==> config.mk <==
export PLATFORM = sky130hd
export DESIGN_NAME = fixed_to_float
export DESIGN_NICKNAME = d
export VERILOG_FILES = /design/src/rtl/fixed_to_float.sv
export SDC_FILE = /design/constraint.sdc
export NUM_CORES = 1
export LEC_CHECK = 0
export BUFFER_PORTS_ARGS = -buffer_cell sky130_fd_sc_hd__buf_2
export CAP_MARGIN = 10
export CORE_MARGIN = 4
export CORE_UTILIZATION = 59
export CTS_BUF_LIST = sky130_fd_sc_hd__clkbuf_4
export CTS_CLUSTER_DIAMETER = 120
export DETAILED_ROUTE_END_ITERATION = 16
export GPL_TIMING_DRIVEN = 0
export PLACE_DENSITY = 0.81
export SLEW_MARGIN = 20
export SYNTH_ARGS = -nofsm -noshare
export SYNTH_HDL_FRONTEND = slang
export SYNTH_SLANG_ARGS = --single-unit
==> constraint.sdc <==
create_clock -name clk -period 2.9 [get_ports clk]
set_input_delay 0.435 -clock clk [delete_from_list [all_inputs] [get_ports clk]]
set_output_delay 0.435 -clock clk [all_outputs]
set_load 0.1 [all_outputs]
==> src/rtl/fixed_to_float.sv <==
// fixed_to_float
//   Converts a signed Q2.30 fixed-point value into an IEEE-754 single-precision
//   float. The conversion is sequential: the magnitude is normalised one bit
//   per cycle, and is then rounded to nearest with ties to even.
//
// Ports
//   clk     in   1  clock; all state changes on its rising edge
//   reset   in   1  synchronous active-high reset; overrides clk_en and start
//   clk_en  in   1  clock enable; when low, all state and outputs hold
//   start   in   1  request; dataa is captured only while idle
//   dataa   in  32  signed two's-complement, 30 fractional bits
//   done    out  1  one-cycle pulse marking result valid; stretched while clk_en is low
//   result  out 32  float equivalent of the captured dataa; holds between pulses
module fixed_to_float (
   input  logic        clk,
   input  logic        reset,
   input  logic        clk_en,
   input  logic        start,
   input  logic [31:0] dataa,
   output logic        done,
   output logic [31:0] result
);

   typedef enum logic [1:0] {
      IDLE,
      NORM,
      ROUND
   } state_t;

   state_t      state_q;
   logic        sign_q;
   logic [31:0] mag_q;
   logic [7:0]  exp_q;
   logic        done_q;
   logic [31:0] result_q;

   logic [31:0] abs_data;
   logic [23:0] mant_inc;
   logic        round_up;
   logic        carry;
   logic [22:0] mant_d;
   logic [7:0]  exp_d;

   // 0x80000000 negates onto itself, which is exactly the 2.0 magnitude wanted.
   always_comb begin
      abs_data = dataa[31] ? (~dataa + 32'd1) : dataa;
   end

   // Round to nearest, ties to even: mag[8] is the mantissa LSB, mag[7] the
   // guard bit, and mag[6:0] feed the sticky bit.
   always_comb begin
      mant_inc = {1'b0, mag_q[30:8]} + 24'd1;
      round_up = mag_q[7] & ((|mag_q[6:0]) | mag_q[8]);
      carry    = round_up & mant_inc[23];
      mant_d   = round_up ? mant_inc[22:0] : mag_q[30:8];
      exp_d    = exp_q + {7'd0, carry};
   end

   always_ff @(posedge clk) begin
      if (reset) begin
         state_q  <= IDLE;
         sign_q   <= 1'b0;
         mag_q    <= '0;
         exp_q    <= '0;
         done_q   <= 1'b0;
         result_q <= '0;
      end else if (clk_en) begin
         done_q <= 1'b0;
         case (state_q)
            IDLE: begin
               if (start) begin
                  sign_q  <= dataa[31];
                  mag_q   <= abs_data;
                  exp_q   <= 8'd128;
                  state_q <= NORM;
               end
            end
            NORM: begin
               if (mag_q[31] || (mag_q == '0)) begin
                  state_q <= ROUND;
               end else begin
                  mag_q <= {mag_q[30:0], 1'b0};
                  exp_q <= exp_q - 8'd1;
               end
            end
            ROUND: begin
               // A zero magnitude never normalises; emit positive zero directly.
               result_q <= (mag_q == '0) ? '0 : {sign_q, exp_d, mant_d};
               done_q   <= 1'b1;
               state_q  <= IDLE;
            end
            default: state_q <= IDLE;
         endcase
      end
   end

   assign done   = done_q;
   assign result = result_q;

endmodule

# After elaboration in Yosys (flattened, before gate mapping)
# Index checks and enable logic that the tools add are counted.
[op_classes]
n_addsub = 4
eq_ne = 5
muxes = 13
n_bitwise = 4
n_reduce_logical = 9
[ops]
columns = ["cell", "n"]
rows = [
  ["$mux W32", 4],
  ["$pmux W32 S2", 1],
  ["$add A32 B1 Y32 const B", 1],
  ["$logic_not A32 Y1", 1],
  ["$not A32 Y32", 1],
  ["$add A23 B1 Y24 const B", 1],
  ["$mux W23", 1],
  ["$mux W8", 2],
  ["$pmux W8 S2", 1],
  ["$add A8 B1 Y8", 1],
  ["$sub A8 B1 Y8 const B", 1],
  ["$reduce_or A7 Y1", 1],
  ["$ne A2 B2 Y1 const B", 3],
  ["$reduce_and A3 Y1", 2],
  ["$mux W2", 2],
  ["$pmux W2 S2", 1],
  ["$reduce_and A4 Y1", 1],
  ["$and A1 B1 Y1", 2],
  ["$eq A2 B1 Y1 const B", 1],
  ["$eq A2 B2 Y1 const B", 1],
  ["$logic_not A2 Y1", 1],
  ["$reduce_and A2 Y1", 1],
  ["$reduce_bool A2 Y1", 1],
  ["$logic_or A1 B1 Y1", 1],
  ["2 further kinds", 2],
]
[totals]
regBits = 76
in_bits = 36

# Longest topological paths before layout
# Gate-level depths: netlist (run 1).
[depth]
depth_word = 6
mapped_depth = 13
mapped_depth_nobuf = 11

# Worst setup path after synthesis (run 1)
# Ideal clock, no wire load.
[synth_timing]
path_kind = "input to register"
from = "in dataa[6]"
to = "reg mag_q[30]"
setup_ps = 70
t_arrival_ps = 2561
required_time_ps = 2830
slack_ps = 269
path_stages = 8
path_cell_list = "or4_1 > buf_2 > or4_4 > buf_6 > o41ai_2 > xor2_1 > a211o_1 > a21oi_1"
[synth_via]
elab_chain_len = 5
[synth_rtl]
columns = ["item", "line_no", "text"]
rows = [
  ["start, declared", "19", "input logic [31:0] dataa,"],
  ["$not A32 Y32", "46", "abs_data = dataa[31] ? (~dataa + 32'd1) : dataa;"],
  ["$add A32 B1 Y32", "46", ""],
  ["$mux W32", "46", ""],
  ["$mux W32", "71", "if (start) begin"],
  ["$pmux W32 S2", "69", "case (state_q)"],
  ["end signal, assigned", "73", "mag_q <= abs_data;"],
  ["end signal, assigned", "82", "mag_q <= {mag_q[30:0], 1'b0};"],
  ["end, declared", "32", "logic [31:0] mag_q;"],
]
# Every way passes these cells. The select of a mux whose other input is x is not followed.
# A chain may end at the register's enable or synchronous reset.

# Final worst setup path (run 1)
[layout_timing]
from = "reg mag_q[25]"
to = "reg result_q[29], in the netlist result[29]"
[layout_via]
elab_chain_len = 4
[layout_rtl]
columns = ["item", "line_no", "text"]
rows = [
  ["$add A23 B1 Y24", "52", "mant_inc = {1'b0, mag_q[30:8]} + 24'd1;"],
  ["$and A1 B1 Y1", "54", "carry = round_up & mant_inc[23];"],
  ["$add A8 B1 Y8", "56", "exp_d = exp_q + {7'd0, carry};"],
  ["$mux W32 *", "88", "result_q <= (mag_q == '0) ? '0 : {sign_q, exp_d, mant_d};"],
  ["end signal, assigned", "88", ""],
  ["end, declared", "35", "logic [31:0] result_q;"],
]
# Every way passes the cells marked *; elsewhere a longest branch is shown, timed or not.

==> flow_summary.yaml, run 1 <==
worst_setup_path:
  crit_arrival_ns: 3.01
  crit_path_start_kind: "flop"
  required_ns: 3.28
  crit_path_max_fanout: 8
  endpoint_kind: "flop"
  ff2ff_path_depth: 12
  crit_type: "reg2reg"
drt:
  route.met2.wl_mm: 5.255
  avgViaCountPerCell: 5.937
  vias: 4411
  top_layer: "met4"
  first_iter_violations: 403
  firstDrtPassIters: 6
  route.met3.wl_um: 905
  wl_per_cell_um: 15.89
  met1_length_mm: 5.269
  finalWirelength_mm: 11.81
  antenna_left: 0
  drc: 0
global_route:
  track_usage: 0.2763
  first_global_vias: 4159
  grt_max_degree: 13
  gr-total-overflow: 0
  antenna_found_initial: 0
  grt_first_pass_wirelength_mm: 19.65
logic_synthesis:
  ys_async_sr_fraction: 0
  synth_edf_count: 0
  yosysTopAreaCell: "dfxtp_1"
  syn_area_per_cell_um2: 7.821
  synthCells: 566
  synthTopCellsByArea: "dfxtp_1 34%, xor2_1 7.1%, nand2_1 6.0%"
  ys_types: 52
  synth_nets: 608
  yosysWarnings: 0
  ys_seq_elements: 76
  yosysTopAreaCellShare: 0.3437
  synth_area_um2: 4427
  synth_flop_cell: "dfxtp_1"
  ys_seq_area_frac: 0.3437
  yosys-top-cells-count: "76 x dfxtp_1, 71 x nand2_1, 56 x nor2_1, 43 x a21oi_1, 36 x xor2_1"
  yosysMostFrequentCell: "dfxtp_1"
place:
  hpwl_mm: 9.104
  globalplace.congestion: 0.9154
  port_buffers: 68
layout:
  multi_input_area_um2: 2695
  final_nets: 682
  areaGrowthSynthToFinish_pct: 14.22
  fill_cells: 658
  n_antenna_cell: 0
  drive_above_1_share: 0.1755
  regArea_um2: 1530
sta:
  whs_ns: 0.3336
  rsz0062_at_grt: "no"
  max_freq_mhz: 380.3
  worst_slew_pin_slew_ns: 0.6332
  slew_violations: 0
  hold_viol: 0
  post-route-period-util: 0.9068
  setup_viol: 0
  layout_min_cycle_time_ns: 2.630
  slew_headroom: 0.5779
  skew_ns: 0.01545
power:
  power.density_nw_per_um2: 497.8
  total_power_uw: 2517
  p_leak_uw: 0.001922
  ir_drop_mv: 0.2036
floorplanning:
  dieHeight_um: 94.62
  core_um2: 7292
  die_area_um2: 8953
  die_w_um: 94.62
  rows: 31
  ios: 69
  start_util: 0.6071
status:
  status: "complete, no violations"
cts:
  cts_sinks: 76
  cts_inserted_buffers: 9
  cts_tree: "done"
  clock_path_buffers: 2
  holdBufCountCts: 0
  ctsRootBufferMaster: "clkbuf_4"
  htree_num_levels: 3
  path_clk_slew_ns: 0.12
  clk_latency_ns: 0.43
hold_path:
  holdPathStages: 3
  hp-class: "in2reg"
job:
  maxCapViolations: 0
where the power goes:
group / internal (uW) / switching (uW)
sequential: 1110 / 96.8
clock: 338 / 365
combinational: 226 / 379
per-layer routing:
metal / global-route usage / up-vias
li1: - / 2176
met1: 0.3585 / 2007
met2: 0.4516 / 192
met3: 0.04462 / 36
met4: 0.1214 / 0
met5: 0 / -
cell type report:
| cell class | instances | area share |
|---|---|---|
| multi-input cells | 433 | 0.5330 |
| flip-flops and latches | 76 | 0.3026 |
| repair buffers | 69 | 0.06879 |
| plain buffers | 42 | 0.03514 |
| well taps | 99 | 0.02450 |
| clock inverters | 6 | 0.01584 |
| clock buffers | 9 | 0.01336 |
| inverters | 9 | 0.006682 |
cell families (layout without fill, tap and decap cells):
| logic type | count (synthesis) | count (layout) | share of synthesized area |
|---|---|---|---|
| and+or+nand+nor | 225 | 225 | 0.2465 |
| AOI/OAI and AO/OA | 140 | 140 | 0.2154 |
| DFF | 76 | 76 | 0.3437 |
| buffers and inverters | 57 | 135 | 0.05285 |
| xor gates and xnor gates | 56 | 56 | 0.1108 |
| adders and majority gates | 6 | 6 | 0.01696 |
| muxes | 6 | 6 | 0.01385 |
through the flow:
stage | TNS [ns] | instances | instance area [um2] | util | setup WS, ns
after global routing | 0 | 743 | 5056 | 0.6934 | 0.01756
after global placement | -1.780 | 733 | 4891 | 0.6707 | -0.1705
after detailed placement | -2.620 | 733 | 4891 | 0.6707 | -0.2131
final | 0 | 743 | 5056 | 0.6934 | 0.2703
after floorplan | 0 | 566 | 4427 | - | 0.2690
after CTS | 0 | 745 | 5045 | 0.6918 | 0.009427
critical path, cell delays in order, from the launching register on:
cell      delay [ns]
dfxtp_1         0.33
clkbuf_1        0.30
and4_1          0.29
nand4_1         0.13
nor4_2          0.38
ha_1            0.23
ha_1            0.18
and3_1          0.20
nand3_1         0.10
xor2_1          0.16
nor3_1          0.15
a21oi_1         0.06
nor2_1          0.09
path summary, 6_finish.rpt:
kind / end / slack (ns) / start
worst max-delay path: result[29] / 0.27 / mag_q[25]
worst max register to register: result[29] / 0.27 / mag_q[25]
worst min-delay path: state_q[1] / 0.33 / clk_en
worst min register to register: result[6] / 0.46 / result[6]
flip-flops by register name (all words and copies together), names as in the netlist:
name and flops:
state_q 2, exp_q 8, mag_q 32, done 1, sign_q 1, result 32
cells in the final DEF, fill, tap and decap left out, types with 20 or more instances in the layout:
master	count
clkbuf_1	29
xor2_1	36
buf_2	75
dfxtp_1	71
nand2_1	70
nor2_1	56
a21oi_1	43
xnor2_1	20
o21ai_0	26
repair_timing:
action,in CTS,in global routing
setup buffers,0,1
pin swaps,0,2
gates cloned,0,0
gates resized for setup,3,7
endpoints found under the setup margin,28,34
(Power assumes the default switching activity.)
==> run 2: changes to the inputs <==
MAX_ROUTING_LAYER = met4   (was unset)
==> run 2 against run 1 <==
Effect of this change: utilization fell by 0.12 points; hold slack improved by 0.0017 ns; combinational power fell by 0.8%; via count rose by 0.11%.
==> flow_summary.yaml, run 2 (synthesized netlist as in run 1, its figures left out) <==
power:
  p_int_uw: 1676
  switching_power_uw: 836.2
  pwr-share-clk: 0.278
  ir_drop_mv: 0.2329
  swShare: 0.3328
  p_leak_uw: 0.001932
  power.density_nw_per_um2: 497.8
  seq_power_share: 0.483
  comb_power_share: 0.239
place:
  globalplace.congestion: 0.9313
  pre_cts_slack_ns: -0.2556
  dp.cells: 733
  port_buffers: 68
  hpwl_mm: 9.179
worst_setup_path:
  crit_path_start_kind: "flop"
  r2r_end: "exp_q[3]"
  crit_arrival_ns: 3.02
  critPathMaxStageDelay_ns: 0.60
  reg2reg_from: "mag_q[3]"
  required_ns: 3.25
  slowest_stage: "nor4_1"
  cp_cell_sequence: "nor4_1 > nand2_1 > o31ai_4 > nand2_1 > clkbuf_1 > a311oi_1"
  path_buf_inv: 1
  cpMostUsedCell: "nand2_1"
  endpoint_kind: "flop"
  critPathCapture: "exp_q[3]"
  crit_cells: 6
  critPathTopFamily: "simple AND/OR/NAND/NOR gates"
  crit_type: "reg2reg"
  r2r_slack_ns: 0.22
  worstSetupStartpoint: "mag_q[3]"
  ff2ff_path_depth: 6
  crit_path_max_fanout: 10
sta:
  worst_slew_pin_slew_ns: 0.6476
  max_freq_mhz: 373.7
  setup_ws_ns: 0.2242
  hold_viol: 0
  post-route-period-util: 0.9227
  layout_min_cycle_time_ns: 2.676
  setup_viol: 0
  slew_headroom: 0.5643
  slew_violations: 0
  rsz0062_at_grt: "no"
  skew_ns: 0.01702
cts:
  clock_path_buffers: 2
  path_clk_slew_ns: 0.13
  clk_latency_ns: 0.43
  cts_inserted_buffers: 9
  htree_num_levels: 3
  holdBufCountCts: 0
  ctsRootBufferMaster: "clkbuf_4"
  cts_sinks: 76
  cts_tree: "done"
layout:
  most-common-layout-cells: "75 x buf_2, 72 x dfxtp_1, 71 x nand2_1, 56 x nor2_1, 43 x a21oi_1"
  fill_cells: 648
  final_nets: 682
  areaGrowthSynthToFinish_pct: 14.02
  n_antenna_cell: 0
  drive_above_1_share: 0.1755
  final_cells: 743
  layout_commonest_cell: "buf_2"
status:
  status: "complete, no violations"
global_route:
  antenna_found_initial: 0
  track_usage: 0.2818
  first_global_vias: 4062
  gr-total-overflow: 0
  grt_first_pass_wirelength_mm: 19.29
  grt_max_degree: 13
drt:
  vias: 4416
  drc: 0
  avgViaCountPerCell: 5.943
  finalWirelength_mm: 12.03
  top_layer: "met4"
  route.met3.wl_um: 712
  firstDrtPassIters: 5
  first_iter_violations: 384
  antenna_left: 0
  route.met2.wl_mm: 5.611
  wl_per_cell_um: 16.19
  met1_length_mm: 5.477
floorplanning:
  start_util: 0.6071
  ios: 69
  dieHeight_um: 94.62
  die_w_um: 94.62
  die_area_um2: 8953
  core_um2: 7292
  rows: 31
hold_path:
  hp-class: "in2reg"
  hold_start: "clk_en"
  holdPathStages: 3
job:
  maxCapViolations: 0
run 2: worst min path at each step:
stage / slack (ns) / end
2_1_floorplan: 0.44 / mag_q[2]
3_3_place_gp: 0.43 / result[18]
3_5_place_dp: 0.44 / result[6]
4_1_cts: 0.33 / state_q[1]
5_1_grt: 0.32 / state_q[1]
6_report: 0.34 / state_q[1]
run 2: power groups by stage:
stage	clock, uW	combinational (uW)	sequential (uW)
6_report	698	600	1210
5_1_grt	745	664	1220
4_1_cts	700	611	1190
3_5_place_dp	0	609	1210
3_3_place_gp	0	594	1200
2_1_floorplan	0	426	1200
run 2: routing by layer:
| layer | vias up | track usage |
|---|---|---|
| met5 | - | - |
| met4 | 0 | 0.07692 |
| met3 | 25 | 0.05339 |
| met2 | 160 | 0.4586 |
| met1 | 2065 | 0.3586 |
| li1 | 2166 | - |
run 2: through the flow:
stage          setup TNS (ns)  instance area, um2  hold slack (ns)  power (uW)    util
6_report                    0                5047           0.3353        2512  0.6922
2_1_floorplan               0                4427           0.4447        1627       -
3_5_place_dp           -3.477                4891           0.4408        1816  0.6707
4_1_cts                     0                5059           0.3263        2504  0.6937
5_1_grt                     0                5047           0.3153        2632  0.6922
3_3_place_gp           -1.616                4891           0.4301        1797  0.6707
run 2: final cells by class:
cell class	instances	area, um2	share of cell area
multi-input combinational	433	2686	0.5322
sequential	76	1526	0.3024
clock buffer	9	67.56	0.01339
clock inverter	6	80.08	0.01587
inverter	9	33.78	0.006693
buffer	41	173.9	0.03446
timing repair buffer	70	355.3	0.07040
tap	99	123.9	0.02454
run 2: worst min-delay path: cells and delay by family:
family	cells	cell delay (ns)
AOI/OAI and AO/OA	2	0.15
buffers and inverters	1	0.13
run 2: repair_timing:
action                                  CTS  global route
endpoints found under the setup margin   28             3
gates resized for setup                   3             3
setup buffers                             2             0
pin swaps                                 1             1
==> run 3: changes to the inputs <==
CORE_ASPECT_RATIO = 0.75   (was unset)
==> run 3 against run 2 <==
Effect of this change: final area grew 0.67%; first-iteration DRC count grew 1.8%; global-route usage grew 0.78 points; count of clock-buffer cells in the layout grew 1; fmax shrank 2.2%; critical path type unchanged; largest power group unchanged.
==> flow_summary.yaml, run 3 (synthesized netlist as in run 1, its figures left out) <==
sta:
  setup_viol: 0
  slew_violations: 0
  rsz0062_at_grt: "yes"
  max_freq_mhz: 365.5
  slew_headroom: 0.5818
  worst_slew_pin_slew_ns: 0.6273
  whs_ns: 0.3463
  layout_min_cycle_time_ns: 2.736
  finalSetupTns_ns: 0
  skew_ns: 0.01399
  hold_viol: 0
  post-route-period-util: 0.9433
status:
  status: "complete, no violations"
power:
  total_power_uw: 2546
  power.density_nw_per_um2: 501.2
  ir_drop_mv: 0.2789
  p_leak_uw: 0.001932
cts:
  ctsRootBufferMaster: "clkbuf_4"
  cts_inserted_buffers: 9
  path_clk_slew_ns: 0.12
  cts_sinks: 76
  clk_latency_ns: 0.43
  htree_num_levels: 3
  clock_path_buffers: 2
  cts_tree: "done"
global_route:
  grt_first_pass_wirelength_mm: 20.44
  gr-total-overflow: 0
  grt_max_degree: 13
  first_global_vias: 4258
  use_met1: 0.4014
  grt_util_met2: 0.4199
  antenna_found_initial: 0
  grt_use_met3: 0.05750
  busiest_layer: "met2"
  track_usage: 0.2896
drt:
  antenna_left: 0
  avgViaCountPerCell: 6.036
  drc: 0
  firstDrtPassIters: 7
  wl_per_cell_um: 16.69
  vias: 4521
  finalWirelength_mm: 12.50
  first_iter_violations: 391
floorplanning:
  ios: 69
  die_w_um: 108.0
  die_area_um2: 8967
  core_um2: 7331
  start_util: 0.6039
  dieHeight_um: 83.02
  rows: 27
layout:
  fill_cells: 628
  most-common-layout-cells: "75 x buf_2, 71 x nand2_1, 71 x dfxtp_1, 56 x nor2_1, 43 x a21oi_1"
  drive_above_1_share: 0.1775
  layout_commonest_cell: "buf_2"
  regArea_um2: 1533
  n_antenna_cell: 0
  final_nets: 685
  areaGrowthSynthToFinish_pct: 14.78
  multi_input_area_um2: 2695
worst_setup_path:
  reg2reg_from: "mag_q[11]"
  crit_path_max_fanout: 6
  cp_cell_sequence: "nand4_1 > or3_1 > clkbuf_1 > nor4_2 > ha_2 > ha_1 > and3_1 > nand3_1 > xor2_1 > nor3_1 > a21oi_1 > nor2_1"
  critPathMaxStageDelay_ns: 0.42
  crit_arrival_ns: 3.11
  r2r_slack_ns: 0.16
  endpoint_kind: "flop"
  r2r_end: "result[29]"
  required_ns: 3.27
  crit_path_start_kind: "flop"
  slowest_stage: "dfxtp_2"
  crit_type: "reg2reg"
  ff2ff_path_depth: 12
hold_path:
  hold_start: "clk_en"
  holdPathStages: 3
  hp-class: "in2reg"
  holdPathEnd: "state_q[1]"
place:
  globalplace.congestion: 0.9660
  hpwl_mm: 9.431
  port_buffers: 68
job:
  maxCapViolations: 0
[run 3: where the power goes]
group	switching [uW]	total, uW	internal (uW)
combinational	406	634	229
clock	359	710	351
sequential	90.9	1200	1110
total	855	2550	1690
[run 3: critical path, delay by kind of cell, from the launching register on]
family / cells / cell delay (ns)
flops: 1 / 0.42
simple gates: 7 / 1.42
buf+inv: 1 / 0.19
compound gates: 1 / 0.06
fa+ha+maj: 2 / 0.43
xor+xnor: 1 / 0.16
[run 3: final cells by class]
| type | instances | share of cell area |
|---|---|---|
| inverters | 9 | 0.006649 |
| plain buffers | 45 | 0.03768 |
| clock buffers | 10 | 0.01477 |
| repair buffers | 69 | 0.06846 |
| well taps | 101 | 0.02487 |
| clock inverters | 6 | 0.01551 |
| flip-flops and latches | 76 | 0.3017 |
| multi-input cells | 433 | 0.5304 |
[run 3: how the worst max path moves through the flow]
| stage | endpoint | cells past startpoint | startpoint | slack (ns) |
|---|---|---|---|---|
| after global placement | exp_q[5] | 6 | mag_q[3] | -0.13 |
| after detailed placement | exp_q[5] | 9 | mag_q[8] | -0.21 |
| final | result[29] | 12 | mag_q[11] | 0.16 |
| after CTS | result[29] | 12 | mag_q[10] | 0.03 |
| after global routing | result[29] | 12 | mag_q[7] | -0.01 |
| after floorplan | mag_q[30] | 8 | dataa[6] | 0.27 |
[run 3: layer usage]
| layer | share of wire | wire length, um |
|---|---|---|
| met1 | 0.45 | 5602 |
| met4 | 0.024 | 306 |
| met3 | 0.099 | 1234 |
| met5 | 0 | 0 |
| met2 | 0.43 | 5361 |
[run 3: stage by stage]
stage / utilization / cells / cell area (um2) / setup slack [ns]
detailed placement: 0.6675 / 735 / 4893 / -0.2128
global placement: 0.6675 / 735 / 4893 / -0.1296
finish: 0.6931 / 749 / 5081 / 0.1643
global route: 0.6931 / 749 / 5081 / -0.01074
floorplan: - / 566 / 4427 / 0.2690
CTS: 0.6892 / 748 / 5052 / 0.02800
[run 3: timing repair]
item                                    4_1_cts  5_1_grt
pin swaps                                     0        2
hold buffers                                  0        0
endpoints found under the setup margin       27       28
gates resized for setup                       3       12
buffers inserted                              0        1
